$ cat src/rtl/adc_par_capture_if.sv
// Output sample stream of adc_par_capture (valid/ready, first-word-fall-through).
//   master: m_valid, m_data, m_ch, m_sof driven by the capture engine; m_ready in
//   slave : the consumer (SPI output path) side
interface adc_par_capture_if #(
  parameter int DATA_W = 16,
  parameter int CH_W   = 3
);
  logic              m_valid;
  logic              m_ready;
  logic [DATA_W-1:0] m_data;
  logic [CH_W-1:0]   m_ch;
  logic              m_sof;

  modport master (output m_valid, m_data, m_ch, m_sof, input m_ready);
  modport slave  (input m_valid, m_data, m_ch, m_sof, output m_ready);
endinterface

$ cat src/rtl/adc_par_capture.sv
// Parallel-bus capture engine for AD7606-class simultaneous-sampling ADCs.
// Paces conversions from a sample-rate divider, pulses CONVST A-D, waits out
// BUSY, reads NUM_CH words over DB with RD_N/ADC_CS_N and queues the enabled
// channels in a FWFT FIFO presented on the stream interface m.
// Ports:
//   CLOCK_27M, rst (sync, active low)      clock / reset
//   enable, ch_mask, clr_flags             control
//   BUSY (async), DB                       ADC inputs
//   convst_A..D, RD_N, ADC_CS_N, adc_rst   ADC controls
//   m (master)                             sample stream {data, ch, sof}
//   fifo_level                             FIFO occupancy
//   overflow, overrun, timeout_err         sticky error flags
module adc_par_capture #(
  parameter int NUM_CH         = 8,
  parameter int DATA_W         = 16,
  parameter int SAMPLE_DIV     = 2700,
  parameter int CONV_PULSE     = 2,
  parameter int RD_LOW         = 2,
  parameter int RD_HIGH        = 2,
  parameter int BUSY_TIMEOUT   = 256,
  parameter int FIFO_DEPTH     = 16,
  parameter int ADC_RST_CYCLES = 4,
  localparam int CH_W  = (NUM_CH > 1) ? $clog2(NUM_CH) : 1,
  localparam int LVL_W = $clog2(FIFO_DEPTH) + 1
) (
  input  logic              CLOCK_27M,
  input  logic              rst,
  input  logic              enable,
  input  logic [NUM_CH-1:0] ch_mask,
  input  logic              clr_flags,
  input  logic              BUSY,
  input  logic [DATA_W-1:0] DB,
  output logic              convst_A,
  output logic              convst_B,
  output logic              convst_C,
  output logic              convst_D,
  output logic              RD_N,
  output logic              ADC_CS_N,
  output logic              adc_rst,
  adc_par_capture_if.master m,
  output logic [LVL_W-1:0]  fifo_level,
  output logic              overflow,
  output logic              overrun,
  output logic              timeout_err
);

  function automatic int max2(input int a, input int b);
    return (a > b) ? a : b;
  endfunction

  localparam int CNT_MAX = max2(max2(BUSY_TIMEOUT, ADC_RST_CYCLES),
                                max2(CONV_PULSE, max2(RD_LOW, RD_HIGH)));
  localparam int CNT_W   = $clog2(CNT_MAX + 1);
  localparam int DIV_W   = $clog2(SAMPLE_DIV);
  localparam int PTR_W   = $clog2(FIFO_DEPTH);
  localparam int ENT_W   = DATA_W + CH_W + 1;

  typedef enum logic [2:0] {
    ST_ADCRST, ST_IDLE, ST_CONV, ST_WAIT_HI, ST_WAIT_LO, ST_RD_L, ST_RD_H
  } state_e;

  state_e             state_q, state_d;
  logic [CNT_W-1:0]   cnt_q, cnt_d;
  logic [CH_W-1:0]    ch_q, ch_d;
  logic [NUM_CH-1:0]  mask_q, mask_d;
  logic [DATA_W-1:0]  data_q, data_d;
  logic               adc_rst_q, adc_rst_d;
  logic               sof_pend_q;
  logic               conv_n_q, rd_n_q, cs_n_q;
  logic               busy_m_q, busy_s_q;
  logic [DIV_W-1:0]   div_q;
  logic               tick, tmo_evt, push_req, push_ok, pop, full;
  logic [PTR_W-1:0]   wr_q, rd_q;
  logic [LVL_W-1:0]   lvl_q;
  logic               ovf_q, ovr_q, tmo_q;
  logic [ENT_W-1:0]   mem [FIFO_DEPTH];

  assign tick = enable && (div_q == DIV_W'(SAMPLE_DIV - 1));

  // -------------------------------------------------------------- FSM comb
  always_comb begin
    state_d   = state_q;
    cnt_d     = cnt_q;
    ch_d      = ch_q;
    mask_d    = mask_q;
    data_d    = data_q;
    adc_rst_d = 1'b0;
    tmo_evt   = 1'b0;
    case (state_q)
      ST_ADCRST:
        if (cnt_q == CNT_W'(ADC_RST_CYCLES)) begin
          state_d = ST_IDLE;
          cnt_d   = '0;
        end else begin
          adc_rst_d = 1'b1;
          cnt_d     = cnt_q + 1'b1;
        end
      ST_IDLE:
        if (tick) begin
          state_d = ST_CONV;
          cnt_d   = '0;
          mask_d  = ch_mask;
        end
      ST_CONV:
        if (cnt_q == CNT_W'(CONV_PULSE - 1)) begin
          state_d = ST_WAIT_HI;
          cnt_d   = '0;
        end else cnt_d = cnt_q + 1'b1;
      // cnt keeps running across WAIT_HI -> WAIT_LO so the budget covers both
      ST_WAIT_HI:
        if (busy_s_q) begin
          state_d = ST_WAIT_LO;
          cnt_d   = cnt_q + 1'b1;
        end else if (cnt_q >= CNT_W'(BUSY_TIMEOUT - 1)) begin
          state_d = ST_IDLE;
          tmo_evt = 1'b1;
        end else cnt_d = cnt_q + 1'b1;
      ST_WAIT_LO:
        if (!busy_s_q) begin
          state_d = ST_RD_L;
          cnt_d   = '0;
          ch_d    = '0;
        end else if (cnt_q >= CNT_W'(BUSY_TIMEOUT - 1)) begin
          state_d = ST_IDLE;
          tmo_evt = 1'b1;
        end else cnt_d = cnt_q + 1'b1;
      ST_RD_L:
        if (cnt_q == CNT_W'(RD_LOW - 1)) begin
          data_d  = DB;
          state_d = ST_RD_H;
          cnt_d   = '0;
        end else cnt_d = cnt_q + 1'b1;
      ST_RD_H:
        if (cnt_q == CNT_W'(RD_HIGH - 1)) begin
          cnt_d = '0;
          if (ch_q == CH_W'(NUM_CH - 1)) state_d = ST_IDLE;
          else begin
            ch_d    = ch_q + 1'b1;
            state_d = ST_RD_L;
          end
        end else cnt_d = cnt_q + 1'b1;
      default: state_d = ST_ADCRST;
    endcase
  end

  // First cycle of RD_H carries the word just latched from DB.
  assign push_req = (state_q == ST_RD_H) && (cnt_q == '0) && mask_q[ch_q];
  assign full     = (lvl_q == LVL_W'(FIFO_DEPTH));
  assign pop      = (lvl_q != '0) && m.m_ready;
  assign push_ok  = push_req && (!full || pop);

  // ------------------------------------------------------------- registers
  always_ff @(posedge CLOCK_27M) begin
    if (!rst) begin
      state_q    <= ST_ADCRST;
      cnt_q      <= '0;
      ch_q       <= '0;
      mask_q     <= '0;
      data_q     <= '0;
      adc_rst_q  <= 1'b0;
      sof_pend_q <= 1'b0;
      conv_n_q   <= 1'b1;
      rd_n_q     <= 1'b1;
      cs_n_q     <= 1'b1;
      busy_m_q   <= 1'b0;
      busy_s_q   <= 1'b0;
      div_q      <= '0;
      wr_q       <= '0;
      rd_q       <= '0;
      lvl_q      <= '0;
      ovf_q      <= 1'b0;
      ovr_q      <= 1'b0;
      tmo_q      <= 1'b0;
    end else begin
      state_q   <= state_d;
      cnt_q     <= cnt_d;
      ch_q      <= ch_d;
      mask_q    <= mask_d;
      data_q    <= data_d;
      adc_rst_q <= adc_rst_d;
      // strobes registered from next state so the ADC pins never glitch
      conv_n_q  <= (state_d != ST_CONV);
      rd_n_q    <= (state_d != ST_RD_L);
      cs_n_q    <= !(state_d inside {ST_RD_L, ST_RD_H});
      busy_m_q  <= BUSY;
      busy_s_q  <= busy_m_q;

      if (!enable || div_q == DIV_W'(SAMPLE_DIV - 1)) div_q <= '0;
      else                                            div_q <= div_q + 1'b1;

      if (state_q == ST_IDLE && tick) sof_pend_q <= 1'b1;
      else if (push_req)              sof_pend_q <= 1'b0;

      if (push_ok) wr_q <= wr_q + 1'b1;
      if (pop)     rd_q <= rd_q + 1'b1;
      if (push_ok && !pop)      lvl_q <= lvl_q + 1'b1;
      else if (!push_ok && pop) lvl_q <= lvl_q - 1'b1;

      // a new event wins over a coincident clear
      ovf_q <= (ovf_q & ~clr_flags) | (push_req && full && !pop);
      ovr_q <= (ovr_q & ~clr_flags) | (tick && state_q != ST_IDLE);
      tmo_q <= (tmo_q & ~clr_flags) | tmo_evt;
    end
  end

  always_ff @(posedge CLOCK_27M) begin
    if (push_ok) mem[wr_q] <= {sof_pend_q, ch_q, data_q};
  end

  assign {m.m_sof, m.m_ch, m.m_data} = mem[rd_q];
  assign m.m_valid   = (lvl_q != '0);
  assign fifo_level  = lvl_q;
  assign convst_A    = conv_n_q;
  assign convst_B    = conv_n_q;
  assign convst_C    = conv_n_q;
  assign convst_D    = conv_n_q;
  assign RD_N        = rd_n_q;
  assign ADC_CS_N    = cs_n_q;
  assign adc_rst     = adc_rst_q;
  assign overflow    = ovf_q;
  assign overrun     = ovr_q;
  assign timeout_err = tmo_q;

endmodule

$ cat src/flat_wrapper.sv
// flat-port wrapper written by rule: the top's interface ports become plain ports
module adc_par_capture_flat 
#(
  parameter int NUM_CH         = 8,
  parameter int DATA_W         = 16,
  parameter int SAMPLE_DIV     = 2700,
  parameter int CONV_PULSE     = 2,
  parameter int RD_LOW         = 2,
  parameter int RD_HIGH        = 2,
  parameter int BUSY_TIMEOUT   = 256,
  parameter int FIFO_DEPTH     = 16,
  parameter int ADC_RST_CYCLES = 4,
  localparam int CH_W  = (NUM_CH > 1) ? $clog2(NUM_CH) : 1,
  localparam int LVL_W = $clog2(FIFO_DEPTH) + 1
)
  (CLOCK_27M, rst, enable, ch_mask, clr_flags, BUSY, DB, convst_A, convst_B, convst_C, convst_D, RD_N, ADC_CS_N, adc_rst, fifo_level, overflow, overrun, timeout_err, m_m_valid, m_m_data, m_m_ch, m_m_sof, m_m_ready);
  adc_par_capture_if #(.DATA_W(DATA_W), .CH_W(CH_W)) m_i ();
  input  logic CLOCK_27M;
  input  logic rst;
  input  logic enable;
  input  logic [NUM_CH-1:0] ch_mask;
  input  logic clr_flags;
  input  logic BUSY;
  input  logic [DATA_W-1:0] DB;
  output logic convst_A;
  output logic convst_B;
  output logic convst_C;
  output logic convst_D;
  output logic RD_N;
  output logic ADC_CS_N;
  output logic adc_rst;
  output logic [LVL_W-1:0] fifo_level;
  output logic overflow;
  output logic overrun;
  output logic timeout_err;
  output wire logic [$bits(m_i.m_valid)-1:0] m_m_valid;
  output wire logic [$bits(m_i.m_data)-1:0] m_m_data;
  output wire logic [$bits(m_i.m_ch)-1:0] m_m_ch;
  output wire logic [$bits(m_i.m_sof)-1:0] m_m_sof;
  input wire logic [$bits(m_i.m_ready)-1:0] m_m_ready;
  assign m_m_valid = m_i.m_valid;
  assign m_m_data = m_i.m_data;
  assign m_m_ch = m_i.m_ch;
  assign m_m_sof = m_i.m_sof;
  assign m_i.m_ready = m_m_ready;
  adc_par_capture #(.NUM_CH(NUM_CH), .DATA_W(DATA_W), .SAMPLE_DIV(SAMPLE_DIV), .CONV_PULSE(CONV_PULSE), .RD_LOW(RD_LOW), .RD_HIGH(RD_HIGH), .BUSY_TIMEOUT(BUSY_TIMEOUT), .FIFO_DEPTH(FIFO_DEPTH), .ADC_RST_CYCLES(ADC_RST_CYCLES)) u_core (.CLOCK_27M(CLOCK_27M), .rst(rst), .enable(enable), .ch_mask(ch_mask), .clr_flags(clr_flags), .BUSY(BUSY), .DB(DB), .convst_A(convst_A), .convst_B(convst_B), .convst_C(convst_C), .convst_D(convst_D), .RD_N(RD_N), .ADC_CS_N(ADC_CS_N), .adc_rst(adc_rst), .m(m_i), .fifo_level(fifo_level), .overflow(overflow), .overrun(overrun), .timeout_err(timeout_err));
endmodule
$ cat config.mk
export PLATFORM = sky130hd
export DESIGN_NAME = adc_par_capture_flat
export DESIGN_NICKNAME = d
export VERILOG_FILES = /design/src/rtl/adc_par_capture_if.sv /design/src/rtl/adc_par_capture.sv /design/src/flat_wrapper.sv
export SDC_FILE = /design/constraint.sdc
export NUM_CORES = 1
export LEC_CHECK = 0
export BUFFER_PORTS_ARGS = -buffer_cell sky130_fd_sc_hd__buf_2
export CAP_MARGIN = 40
export CORE_UTILIZATION = 30
export DETAILED_ROUTE_END_ITERATION = 12
export SLEW_MARGIN = 20
export SYNTH_ARGS = -nofsm -noshare
export SYNTH_HDL_FRONTEND = slang
export SYNTH_SLANG_ARGS = --single-unit
export TNS_END_PERCENT = 100
$ cat constraint.sdc
create_clock -name CLOCK_27M -period 3.32 [get_ports CLOCK_27M]
set_clock_uncertainty 0.2 [all_clocks]
set_input_delay 0.166 -clock CLOCK_27M [delete_from_list [all_inputs] [get_ports CLOCK_27M]]
set_output_delay 0.166 -clock CLOCK_27M [all_outputs]
set_load 0.005 [all_outputs]
* Word level (Yosys, flattened, before mapping)
Memory sizes are Yosys's and may differ from the RTL's. A register that Yosys moved wholly into a read port is not among the register bits.
Cells that the tools add are included.
** Storage, ports and cells
- Register bits :: 74
- Bits in writable memories :: 320
- Input bits :: 30
- Output and inout port bits :: 36
- Logic and storage cells :: 126
- Memories :: 1
** Memories
- u_core.mem :: words 16, bits a word 20, rd ports 1, clocked after Yosys merged registers in 1, wr ports 1, line adc_par_capture.sv:76 : logic [ENT_W-1:0] mem [FIFO_DEPTH];
** Operators by class
- $add $sub $neg :: 7
- $lt $le $gt $ge :: 2
- Eq/ne operators :: 20
- Muxes and demuxes :: 36
- Bitwise logic cells :: 8
- Reduce and logical (&&, ||, !) cells :: 33
** Operators with widths (number)
- 9-bit 2-to-1 mux :: 6
- 9-bit one-hot mux with 5 select lines :: 1
- 3-bit 2-to-1 mux :: 12
- 3-bit one-hot mux with 7 select lines :: 1
- 3-bit == test (second input constant) :: 6
- 12-bit by 1-bit adder with 12-bit output (second input constant) :: 1
- 12-bit == test (second input constant) :: 1
- 1-bit logical AND :: 11
- 5-bit 2-to-1 mux :: 2
- 5-bit nonzero test :: 2
- 9-bit by 1-bit adder with 9-bit output (second input constant) :: 1
- 9-bit by 1-bit == test with 1-bit output (second input constant) :: 1
- 9-bit by 3-bit == test with 1-bit output (second input constant) :: 1
- 9-bit by 8-bit greater-or-equal comparator with 1-bit output (second input constant) :: 1
- 9-bit zero test :: 1
- 1-bit 2-to-1 mux :: 9
- 4-bit by 1-bit adder with 4-bit output (second input constant) :: 2
- 4-bit 2-to-1 mux :: 2
- 2-bit AND reduction :: 4
- 2-bit nonzero test :: 4
- 3-bit by 2-bit == test with 1-bit output (second input constant) :: 2
- 3-bit one-hot mux with 2 select lines :: 1
- 5-bit by 1-bit adder with 5-bit output (second input constant) :: 1
- 5-bit == test (second input constant) :: 1
- other kinds (20) :: 32

* Longest topological paths before layout
- Depth in word-level cells :: 8
- Gate-level depth with buffers :: 15
- Gate-level depth less buffers :: 13

* Worst setup path after synthesis
OpenSTA, ideal clock, no wires.
- Kind :: register to register
- Start :: register u_core.ch_q[0]
- End :: register u_core.lvl_q[4], in the netlist u_core.fifo_level[4]
- Setup time :: 71 ps
- Data arrival time :: 3315 ps
- Required time :: 3049 ps
- Slack :: -266 ps
- Stages on the path, launching flop included :: 14
- Path buffers :: 2
- Clock period less this slack :: 3586 ps
- Path through :: dfxtp_1 mux4_2 mux2_2 and3_1 clkbuf_1 buf_2 ha_1 inv_1 ha_1 a21o_1 a21oi_1 xnor2_1 or3_1 a21oi_1
** Between the ends
- Word-level cells in the longest chain between the ends :: 7
- Elaborated cells between the ends (all ways) :: 9
- Those cells by class :: 3 x mux; 6 x reduce/logical
** RTL lines
- start, declared :: line adc_par_capture.sv:64 : logic [CH_W-1:0] ch_q, ch_d;
- start signal, assigned :: line adc_par_capture.sv:177 : ch_q <= ch_d;
- 1-bit binary-select mux with 3-bit select (*) :: line adc_par_capture.sv:147 : assign push_req = (state_q == ST_RD_H) && (cnt_q == '0) && mask_q[ch_q];
- 1-bit 2-to-1 mux (not written as such) (*) :: line adc_par_capture.sv:147
- 1-bit logical AND (*) :: line adc_par_capture.sv:147
- 1-bit logical AND (*) :: line adc_par_capture.sv:150 : assign push_ok = push_req && (!full || pop);
- named net u_core.push_ok :: line adc_par_capture.sv:72 : logic tick, tmo_evt, push_req, push_ok, pop, full;
- 1-bit zero test :: line adc_par_capture.sv:197 : else if (!push_ok && pop) lvl_q <= lvl_q - 1'b1;
- 1-bit logical AND :: line adc_par_capture.sv:197
- 2-bit nonzero test (no source line)
- end signal, assigned :: line adc_par_capture.sv:196 : if (push_ok && !pop) lvl_q <= lvl_q + 1'b1;
- end signal, assigned :: line adc_par_capture.sv:197
- end, declared :: line adc_par_capture.sv:74 : logic [LVL_W-1:0] lvl_q;
Mark *: on every way through the listed nets, which the timed path passes. The rest lies on a longest branch. The select of a mux whose other input is x is not followed.
A chain may end at the register's enable or synchronous reset.

* Final worst setup path
- Start :: register u_core.cnt_q[8]
- End :: register u_core.lvl_q[4], in the netlist u_core.fifo_level[4]
** Between the ends
- Word-level cells in the longest chain between the ends :: 7
- Elaborated cells between the ends (all ways) :: 9
- Those cells by class :: 1 x mux; 8 x reduce/logical
** RTL lines
- start, declared :: line adc_par_capture.sv:63 : logic [CNT_W-1:0] cnt_q, cnt_d;
- start signal, assigned :: line adc_par_capture.sv:176 : cnt_q <= cnt_d;
- 9-bit zero test (*) :: line adc_par_capture.sv:147
- 1-bit logical AND (*) (2 in a row) :: line adc_par_capture.sv:147
- 1-bit logical AND (*) :: line adc_par_capture.sv:150
- 1-bit zero test :: line adc_par_capture.sv:197
- 1-bit logical AND :: line adc_par_capture.sv:197
- 2-bit nonzero test (no source line)
Every way passes the cells marked *; elsewhere a longest branch is shown, timed or not.

==> flow_metrics.py <==
metrics = {
    "run_status": {
        "outcome": "finished clean",
    },
    "worst_setup_path": {
        "critPathSlowestCell": "nor4_2",
        "arrival_ns": 3.39,
        "cp.depth": 11,
        "critPathMaxFanout": 6,
        "path_cells": "nor4_2 -> and3_4 -> and3_1 -> ha_2 -> inv_2 -> fa_1 -> a21o_1 -> a21oi_2 -> xnor2_1 -> or3_1 -> a21oi_1",
        "endpoint_kind": "register",
        "path_class": "register to register",
        "max_stage_delay_ns": 0.46,
        "rr_worst_depth": 11,
        "cp-start-kind": "register",
        "crit_family": "simple AND/OR/NAND/NOR gates",
        "critPathRequiredTime_ns": 3.58,
        "crit_buf_inv": 1,
    },
    "pwr": {
        "sw_frac_of_total_pct": 20.70,
        "seq_power_share_pct": 52.8,
        "p_per_area_mw_per_mm2": 536.0,
        "p_sw_w": 0.002098,
        "clock_power_share_pct": 43.4,
        "p_leak_nw": 6.149,
        "combPwrFrac_pct": 3.9,
        "ir_worst_vdd_mv": 0.3197,
        "internal_power_w": 0.008041,
    },
    "timing": {
        "fin_ws_ns": 0.1854,
        "maxSlewViolCount": 0,
        "setup_viol": 0,
        "final.setup.tns_ns": 0,
        "fin_crit_ns": 3.135,
        "worstMarginPinSlew_ns": 0.8718,
        "fmax_mhz": 319.0,
        "slew_headroom_pct": 41.09,
        "final.period_utilization_pct": 94.42,
        "hold_viol_final": 0,
    },
    "grt": {
        "grt_pass1_wl_um": 54860,
        "overflow": 0,
        "grt.total_usage_pct": 13.55,
        "grt_pass1_vias": 8950,
        "grt_start_max_net_pins": 37,
        "grt_antenna_before_repair": 1,
    },
    "floorplanning": {
        "die-area_mm2": 0.05380,
        "coreArea_mm2": 0.05182,
        "rows": 83,
        "die_w_um": 232.0,
        "ioPinCount": 66,
        "start_util_pct": 30.61,
        "die_h_um": 232.0,
    },
    "yosys": {
        "synth_ff_type": "edfxtp_1",
        "synth-edff-count": 320,
        "yosys_warnings": 0,
        "ys_seq_elements": 398,
        "synthArstFlopShare_pct": 0,
        "avgSynthCellArea_um2": 17.61,
        "synth-seq-area-share_pct": 70.42,
        "synth.net_count": 948,
        "synth_area_mm2": 0.01586,
        "synth_cell_type_count": 67,
        "synthCells": 901,
    },
    "detailed_routing": {
        "vias_per_cell": 4.917,
        "detail-route-antenna-nets": 0,
        "drc": 0,
        "routed-via-count": 8630,
        "routedLengthMet1_um": 16300,
        "totalWireLength_um": 35900,
        "drt_iter0_drc": 836,
        "dr.pass1.iters": 6,
        "top_layer_used": "met4",
        "dr_wl_met3_um": 1702,
        "avgRoutedWirePerCell_um": 20.45,
        "met2WireLength_um": 17310,
    },
    "clock_network": {
        "cts_buffers": 40,
        "clock_path_buffers": 3,
        "clock_latency_ns": 0.55,
        "cts.sinks": 398,
        "clkTransAtPathRegs_ns": 0.06,
        "cts_tree": "built",
        "clock-root-buffer": "clkbuf_16",
        "htree_levels": 2,
        "post_cts_buffers": 0,
    },
    "finish": {
        "nFillCells": 4811,
        "layout-drive-gt1-share_pct": 27.68,
        "multi_input_area_mm2": 0.004463,
        "final_core_utilization_pct": 36.50,
        "stdcell_count": 1755,
        "syn2layout_area_growth_pct": 19.24,
        "final-seq-area_mm2": 0.01118,
        "layout.nets": 1089,
    },
    "place": {
        "dp_hpwl_um": 21050,
        "gp_congestion": 0.8323,
        "dpl_worst_slack_ns": 0.2049,
        "port_buffers": 65,
        "place_inst": 1650,
    },
    "hold_path": {
        "whs_path_depth": 4,
        "hold_class": "input port to register",
    },
    "flow_run": {
        "drv_cap": 0,
    },
}
==> sequential cells by signal (all words and copies together) (netlist names), 3 cells and up, named ones only <==
name / flops
u_core.rd_q: 4
u_core.div_q: 12
u_core.mem: 320
u_core.state_q: 3
u_core.ch_q: 3
u_core.data_q: 16
u_core.cnt_q: 9
u_core.wr_q: 4
u_core.fifo_level: 5
u_core.mask_q: 8
==> per-stage QoR <==
stage / hold slack (ns) / total power (W) / instance area, um2
finish: 0.2116 / 0.01014 / 18920
CTS: 0.1846 / 0.01023 / 18900
global placement: 0.1776 / 0.005807 / 17310
global route: 0.2092 / 0.01047 / 18910
floorplan: 0.09329 / 0.005686 / 15880
detailed placement: 0.1834 / 0.005809 / 17310
==> metal layers <==
layer,track usage (%),up-vias
met2,21.99,231
li1,-,3887
met4,3.351,0
met5,0,-
met1,18.94,4461
met3,2.100,51
==> power groups by stage <==
| stage | Clock [W] | Sequential (W) | Combinational [W] |
|---|---|---|---|
| floorplan | 0 | 0.00546 | 0.000225 |
| finish | 0.00440 | 0.00535 | 0.000390 |
| detailed placement | 0 | 0.00546 | 0.000352 |
| global route | 0.00469 | 0.00535 | 0.000434 |
| global placement | 0 | 0.00545 | 0.000353 |
| CTS | 0.00450 | 0.00535 | 0.000385 |
==> layout make-up <==
type	instances	share of cell area (%)
clock buffer	57	5.953
timing repair buffer	145	5.622
clock inverter	16	0.8665
antenna	2	0.02646
inverter	16	0.3175
sequential	398	59.12
multi-input combinational	441	23.59
tap	680	4.498
==> cells by family after synthesis <==
| kind of cell | share of synthesized area (%) |
|---|---|
| flops | 70.42 |
| simple gates | 6.523 |
| mux | 14.87 |
| compound gates | 4.015 |
| buf+inv | 1.625 |
| xor+xnor | 1.159 |
| fa+ha+maj | 1.388 |
==> synthesized netlist by cell type, types with 3 or more instances <==
library cell / count / area, um2
nand4bb_1: 3 / 33.78
xor2_1: 13 / 113.9
o211ai_1: 5 / 37.54
buf_2: 11 / 55.05
buf_4: 3 / 22.52
o2bb2ai_1: 5 / 43.79
or3_1: 3 / 18.77
nand2_1: 74 / 277.8
a21oi_1: 41 / 205.2
mux2i_1: 4 / 40.04
buf_1: 4 / 15.01
xnor2_1: 8 / 70.07
clkbuf_1: 28 / 105.1
inv_1: 15 / 56.30
nand3_1: 12 / 60.06
ha_1: 16 / 200.2
nand4_1: 6 / 37.54
o21ai_1: 3 / 15.01
dfxtp_1: 78 / 1562
a31oi_1: 3 / 18.77
nor2_1: 39 / 146.4
and3_1: 22 / 137.6
mux4_2: 102 / 2297
or4_1: 3 / 22.52
a22oi_1: 3 / 22.52
nor3_1: 5 / 25.02
nor2b_1: 5 / 31.28
and2_1: 4 / 25.02
nor4_1: 4 / 25.02
and4_1: 3 / 26.28
nand2b_1: 3 / 18.77
edfxtp_1: 320 / 9609
o21ai_0: 8 / 40.04
==> placed cells by master, fill, tap and decap left out, types with 13 or more instances in the layout <==
cell type,instances
xor2_1,13
ha_1,15
clkbuf_16,41
a21oi_1,40
and3_1,21
buf_2,65
mux4_2,102
inv_1,14
nor2_1,39
dfxtp_1,73
dlygate4sd3_1,30
nand2_1,74
edfxtp_1,320
buf_4,45
==> final timing paths <==
check                                                    endpoint                           from  slack [ns]
worst min-delay path               u_core.data_q[11]$_SDFFE_PN0P_                         DB[11]        0.21
worst max-delay path            u_core.fifo_level[4]$_SDFFE_PN0P_   u_core.cnt_q[8]$_SDFFE_PN0P_        0.19
worst max register to register  u_core.fifo_level[4]$_SDFFE_PN0P_   u_core.cnt_q[8]$_SDFFE_PN0P_        0.19
worst min register to register      u_core.mask_q[5]$_SDFFE_PN0P_  u_core.mask_q[5]$_SDFFE_PN0P_        0.25
==> what timing repair did <==
| action | 4_1_cts | 5_1_grt |
|---|---|---|
| hold buffers | 30 | 0 |
| setup endpoints to repair | 0 | 1 |
| endpoints found under the hold margin | 51 | 0 |
| gates resized for setup | 0 | 4 |
==> tightest hold or removal path: cells and delay by family <==
kind,cells,cell delay [ns]
AO/OA/AOI/OAI,1,0.05
AND/OR/NAND/NOR,1,0.05
buffers and inverters,2,0.65
(Power assumes the default switching activity.)
